[config.mk]
export PLATFORM = sky130hd
export DESIGN_NAME = steer_unit
export DESIGN_NICKNAME = d
export VERILOG_FILES = /design/src/rtl/steer_unit.sv
export SDC_FILE = /design/constraint.sdc
export NUM_CORES = 1
export LEC_CHECK = 0
export BUFFER_PORTS_ARGS = -buffer_cell sky130_fd_sc_hd__buf_2
export CAP_MARGIN = 20
export CORE_MARGIN = 5
export CORE_UTILIZATION = 25
export DETAILED_ROUTE_END_ITERATION = 12
export PLACE_DENSITY = 0.54
export SLEW_MARGIN = 20
export SYNTH_ARGS = -nofsm -noshare
export SYNTH_HDL_FRONTEND = slang
export SYNTH_SLANG_ARGS = --single-unit
[constraint.sdc]
create_clock -name clock -period 7.6 [get_ports clock]
set_input_delay 1.14 -clock clock [delete_from_list [all_inputs] [get_ports clock]]
set_output_delay 1.14 -clock clock [all_outputs]
set_load 0.01 [all_outputs]
[src/rtl/steer_unit.sv]
// Operand steering stage: splits two operands into lanes, routes them by mode
// (pass/interleave/broadcast/swap/rotate) and registers the result behind a valid/ready handshake.
module steer_unit #(
  parameter int DATA_W = 32,
  parameter int LANE_W = 8
) (
  input  logic                  clock,
  input  logic                  reset_n,
  input  logic                  enable,
  input  logic [2:0]            select,
  input  logic [DATA_W-1:0]     R1,
  input  logic [DATA_W-1:0]     R2,
  input  logic                  in_valid,
  output logic                  in_ready,
  output logic [2*DATA_W-1:0]   out_data,
  output logic                  out_err,
  output logic                  out_valid,
  input  logic                  out_ready
);

  localparam int NLANE = 2 * DATA_W / LANE_W;
  localparam int H     = NLANE / 2;
  localparam int ROT_W = (NLANE > 1) ? $clog2(NLANE) : 1;

  logic [2*DATA_W-1:0] pass_v;
  logic [2*DATA_W-1:0] steer_v;
  logic                illegal_v;
  logic                accept;

  logic [2*DATA_W-1:0] out_data_d,  out_data_q;
  logic                out_err_d,   out_err_q;
  logic                out_valid_d, out_valid_q;
  logic [ROT_W-1:0]    rot_d,       rot_q;

  // Source lane for rotate: (i + r) mod NLANE, valid for any NLANE, not just powers of two.
  function automatic int wrap_idx(input int i, input int r);
    int s;
    s = i + r;
    if (s >= NLANE) s = s - NLANE;
    return s;
  endfunction

  function automatic logic [ROT_W-1:0] rot_next(input logic [ROT_W-1:0] r);
    if (r == ROT_W'(NLANE - 1)) return '0;
    return r + 1'b1;
  endfunction

  assign pass_v = {R2, R1};

  always_comb begin
    steer_v   = '0;
    illegal_v = 1'b0;
    case (select)
      3'd0: steer_v = pass_v;
      3'd1: begin
        for (int k = 0; k < H; k++) begin
          steer_v[(2*k)*LANE_W   +: LANE_W] = pass_v[k*LANE_W     +: LANE_W];
          steer_v[(2*k+1)*LANE_W +: LANE_W] = pass_v[(H+k)*LANE_W +: LANE_W];
        end
      end
      3'd2: begin
        for (int k = 0; k < H; k++) begin
          steer_v[(2*k)*LANE_W   +: LANE_W] = pass_v[0 +: LANE_W];
          steer_v[(2*k+1)*LANE_W +: LANE_W] = pass_v[(H+k)*LANE_W +: LANE_W];
        end
      end
      3'd3: steer_v = {R1, R2};
      3'd4: begin
        for (int i = 0; i < NLANE; i++)
          steer_v[i*LANE_W +: LANE_W] = pass_v[wrap_idx(i, int'(rot_q))*LANE_W +: LANE_W];
      end
      default: illegal_v = 1'b1;
    endcase
  end

  assign in_ready = enable && (!out_valid_q || out_ready);
  assign accept   = enable && in_valid && in_ready;

  always_comb begin
    out_data_d  = out_data_q;
    out_err_d   = out_err_q;
    out_valid_d = out_valid_q;
    rot_d       = rot_q;
    if (accept) begin
      out_data_d  = steer_v;
      out_err_d   = illegal_v;
      out_valid_d = 1'b1;
      if (select == 3'd4) rot_d = rot_next(rot_q);
    end else if (out_valid_q && out_ready) begin
      out_valid_d = 1'b0;
    end
  end

  // Output register stage
  always_ff @(posedge clock or negedge reset_n) begin
    if (!reset_n) begin
      out_data_q  <= '0;
      out_err_q   <= 1'b0;
      out_valid_q <= 1'b0;
      rot_q       <= '0;
    end else begin
      out_data_q  <= out_data_d;
      out_err_q   <= out_err_d;
      out_valid_q <= out_valid_d;
      rot_q       <= rot_d;
    end
  end

  assign out_data  = out_data_q;
  assign out_err   = out_err_q;
  assign out_valid = out_valid_q;

endmodule
-- Yosys cells after proc, flatten, opt, wreduce, memory -nomap -nowiden
Cells that the tools add are included.
W data, S select, Z words.
- bits in registers: 69
- bits of input ports: 72
- output and inout bits: 67
- logic and storage cells: 76
- add/sub/neg operators: 16
- magnitude comparators: 8
- equality and inequality tests: 5
- shifts and indexed selects: 8
- muxes and demuxes: 25
- reduce and logical (&&, ||, !) cells: 10
- operators with widths (operator ; number):
    $shiftx A64 B32 Y8 ; 8
    $mux W29 ; 16
    $pmux W64 S5 ; 1
    $sub A4 B4 Y5 const B ; 7
    $ge A4 B4 Y1 const B ; 7
    $add A3 B3 Y4 const A ; 4
    $add A2 B3 Y4 const A ; 2
    $eq A3 B2 Y1 const B ; 2
    $eq A3 B3 Y1 const B ; 2
    $mux W1 ; 6
    $mux W3 ; 2
    $reduce_or A5 Y1 ; 1
    $sub A3 B4 Y5 const B ; 1
    $add A1 B3 Y4 const A ; 1
    $ge A3 B4 Y1 const B ; 1
    $logic_and A1 B1 Y1 ; 4
    $add A3 B1 Y3 const B ; 1
    $eq A3 B1 Y1 const B ; 1
    $logic_not A3 Y1 ; 1
    $reduce_and A2 Y1 ; 1
    $reduce_bool A2 Y1 ; 1
    $logic_not A1 Y1 ; 1
    $logic_or A1 B1 Y1 ; 1

-- Depth between registers and ports, before layout
- depth in word-level cells: 6
- gate-level depth with buffers: 11
- depth with buffers taken out: 6

-- Worst setup path before layout
No wires, ideal clock.
- kind: flip-flop to flip-flop
- start point: register rot_q[1]
- end point: register out_data_q[31], in the netlist out_data[31]
- setup time: 0.126 ns
- arrival time: 2.812 ns
- required time: 7.474 ns
- path slack: 4.662 ns
- cell stages (with the launch flop): 11
- buffers on the path: 6
- period minus slack after synthesis: 2.938 ns
- path through: dfrtp_1 buf_2 buf_2 buf_2 inv_1 ha_1 buf_2 buf_2 buf_2 mux4_2 a221o_1
- word-level cells in the longest chain between the ends: 6
- elaborated cells between the ends (all ways): 7
- classes of those cells: 2 x add/sub; 1 x order compare; 1 x shift; 3 x mux
- RTL lines (what ; RTL line ; text):
    start: declaration ; 33 ; logic [ROT_W-1:0] rot_d, rot_q;
    start signal: assignment ; 105 ; rot_q <= rot_d;
    $add A2 B3 Y4 * ; 38 ; s = i + r;
    $sub A4 B4 Y5 / $ge A4 B4 Y1 (equally long branches) ; 39 ; if (s >= NLANE) s = s - NLANE;
    $mux W29 * ; 39 ;
    $mux W29 * ; 53 ; case (select)
    $shiftx A64 B32 Y8 * ; 70 ; steer_v[i*LANE_W +: LANE_W] = pass_v[wrap_idx(i, int'(rot_q))*LANE_W +: LANE_W];
    $pmux W64 S5 * ; 53 ;
    end signal: assignment ; 102 ; out_data_q <= out_data_d;
    end: declaration ; 30 ; logic [2*DATA_W-1:0] out_data_d, out_data_q;
Mark *: on every way between the ends. The rest lies on a longest branch, timed or not. The select of a mux whose other input is x is not followed.
A chain may end at the register's enable or synchronous reset.

-- Worst setup path after layout
- start point: input port select[0]
- end point: register out_data_q[43], in the netlist out_data[43]
- word-level cells in the longest chain between the ends: 2
- elaborated cells between the ends (all ways): 6
- classes of those cells: 4 x eq/ne; 1 x mux; 1 x reduce/logical
- RTL lines (what ; RTL line ; text):
    start: declaration ; 10 ; input logic [2:0] select,
    $eq A3 B3 Y1 (tied with other cells) ; 53 ;
    $pmux W64 S5 * ; 53 ;
Mark *: on every way between the ends. The rest lies on a longest branch, timed or not.

==> reports/results.txt <==
Status: complete, no violations
Final WL: 23,600 µm
Clock Sinks: 69
CP Launch Type: input pin
WL/cell: 24.4 µm
Drt drc: 0
Max_slew headroom: 0.280
PwrDens: 258 nW/µm²
Share of Yosys cell area claimed by the top area cell type: 0.277
Worst IR Drop VDD: 112 µV
I/O pin total: 139
# hold bufs at CTS: 0
Sw Pwr: 0.770 mW
Htree depth: 3
Core Area: 25,100 µm²
Largest area contributor in the netlist: mux4_2
Seq pwr share: 0.261
Clk pwr share: 0.228
Critical path peak fanout: 47
P_leak: 3.08 nW
Total power: 1.95 mW
Share of layout cells above drive strength 1: 0.435
Synth top area cells: mux4_2, dfrtp_1, mux2i_1, a221o_1, a222oi_1
# Post-CTS Setup Buffers: 0
Layout Utilization: 0.302
Async set or reset register ratio after synthesis: 1.00
Slew Limit Fails: 0
Initial Util: 0.253
Final GP Congestion: 0.808
Mapped Cells: 530
Post-synth cell types: 46
P_int: 1.18 mW
Switching share of power: 0.394
TritonCTS Buffers: 9
Worst EP arrival: 3820 ps
# setup viols final: 0
Sum Neg Setup Slack: 0 ps
Initial antenna violation count: 0
Grt ovf: 0
Clock transition at the registers of the reported paths: 60 ps
WS Path Type: input pin to register
Global-route wire length before repair: 36,300 µm
Clock root cell: clkbuf_16
Sequential fraction of the synthesis area: 0.272
Clock Latency Late Sink: 340 ps
Largest net degree at the start of global routing: 70
Port Buffers: 138
Net Count, Synth: 608
Crit path time final: 3550 ps
CTS tree: yes
First DRT Iteration DRCs: 541
CP required: 7870 ps
Drt pass-1 iters: 6
Multi-input gate area: 4310 µm²
Register Area: 1730 µm²
Final hold vios: 0
Top-count cell post-synth: mux4_2
Worst Hold Class: register to register
Die area: 28,700 µm²
Register bit total from synthesis: 69
Die width: 169 µm
Synth-to-layout area growth: 19.4%
Logic gate share of total power: 0.511
# resized after CTS: 0
Vias: 5,708
Unrepaired setup endpoints after global routing: no
Fmax: 282 MHz
Yosys Warn Count: 0
GRT Total Usage: 0.162
HPWL Detailed: 16,400 µm
Site Rows: 58
Via-to-Cell Ratio: 5.89
Actual slew at the worst max-slew pin: 1070 ps
Flop2flop setup slack: 4440 ps
Max clock buf depth: 2
Vias in the first global route: 5,837
Post-route ant nets: 0
Final period util: 0.467
Nets: 712
Syn_area_per_cell: 12.0 µm²
EDFF count, synth: 0
Mapped cell area: 6350 µm²
Fillers: 2,633
Ant diodes: 0
Nature of the critical path endpoint: register
Top FF cell, synth: dfrtp_1
Top cells by count, synth: mux4_2, dfrtp_1, mux2i_1
Clock Skews: 6.23 ps
Vert. Die Dim: 169 µm
Max Cap Viol: 0
## state kept, by name, summed over array words and instances, names as in the netlist
name,cells
rot_q,3
out_err,1
out_valid,1
out_data,64
## path summary, 6_finish.rpt
kind | end | cells past startpoint | start
worst max register to register | out_data[8]$_DFFE_PN0P_ | 7 | rot_q[0]$_DFFE_PN0P_
worst min register to register | out_data[28]$_DFFE_PN0P_ | 2 | out_data[28]$_DFFE_PN0P_
worst min-delay path | out_data[28]$_DFFE_PN0P_ | 2 | out_data[28]$_DFFE_PN0P_
max in group asynchronous | rot_q[0]$_DFFE_PN0P_ | 2 | reset_n
min in group asynchronous | out_data[44]$_DFFE_PN0P_ | 1 | reset_n
worst max-delay path | out_data[43]$_DFFE_PN0P_ | 6 | select[0]
## through the flow
stage / worst slack [ps] / hold WS (ps) / area (µm²) / instances
after floorplan: 4660 / 516 / 6350 / 530
after global placement: 3870 / 460 / 7260 / 952
after detailed placement: 3740 / 470 / 7260 / 952
after CTS: 4060 / 483 / 7560 / 968
after global routing: 3880 / 504 / 7590 / 969
final: 4050 / 472 / 7590 / 969
## power groups by stage
stage                     sequential [mW]  clock, mW  combinational [mW]
after CTS                           0.511      0.452                1.00
after global placement              0.517          0               0.991
after floorplan                     0.507          0               0.728
final                               0.511      0.445               0.999
after detailed placement            0.517          0               0.998
after global routing                0.522      0.467                1.08
## metal layers
metal  vias to the layer above  GRT usage  part of all wire  routed length [µm]
met5                         -          0                 0                   0
met4                         0     0.0585             0.030                 716
met3                        40     0.0382             0.064                1510
met2                       265      0.250              0.47               11000
met1                      2938      0.221              0.44               10400
li1                       2465          -                 -                   -
## placed cells by master, fill, tap and decap left out, drive strengths merged, types with 5 or more instances in the layout
| cell | count |
|---|---|
| nand3b | 9 |
| ha | 6 |
| o2bb2ai | 18 |
| o211ai | 17 |
| mux2 | 9 |
| nand3 | 18 |
| nor2 | 11 |
| a221o | 28 |
| a22oi | 32 |
| a222oi | 18 |
| buf | 152 |
| clkbuf | 11 |
| dfrtp | 69 |
| a22o | 9 |
| o21ai | 20 |
| mux4 | 78 |
| a211oi | 5 |
| nand2 | 35 |
| mux2i | 36 |
| nor2b | 5 |
| nor3 | 6 |
## cell families (layout without fill, tap and decap cells)
logic type	count (synthesis)	in the layout	synth area share
and+or+nand+nor	105	105	0.0930
DFF	69	69	0.272
adders and majority gates	6	6	0.0118
xor gates and xnor gates	3	3	0.00414
buffers and inverters	62	171	0.0508
AOI/OAI and AO/OA	162	162	0.219
muxes	123	123	0.349
## worst max-delay path: stages
cell and delay (ps):
buf_2 90, buf_4 310, nor3b_1 420, nand3_1 540
nor2_1 940, a221o_1 310
## final cells by class
class,count,area share
Clock buffer,11,0.0320
Clock inverter,5,0.00792
Inverter,3,0.00148
Multi-Input combinational cell,399,0.568
Sequential cell,69,0.228
Tap cell,330,0.0544
Timing Repair Buffer,152,0.108
No activity file was read; power rests on OpenSTA's default activity.
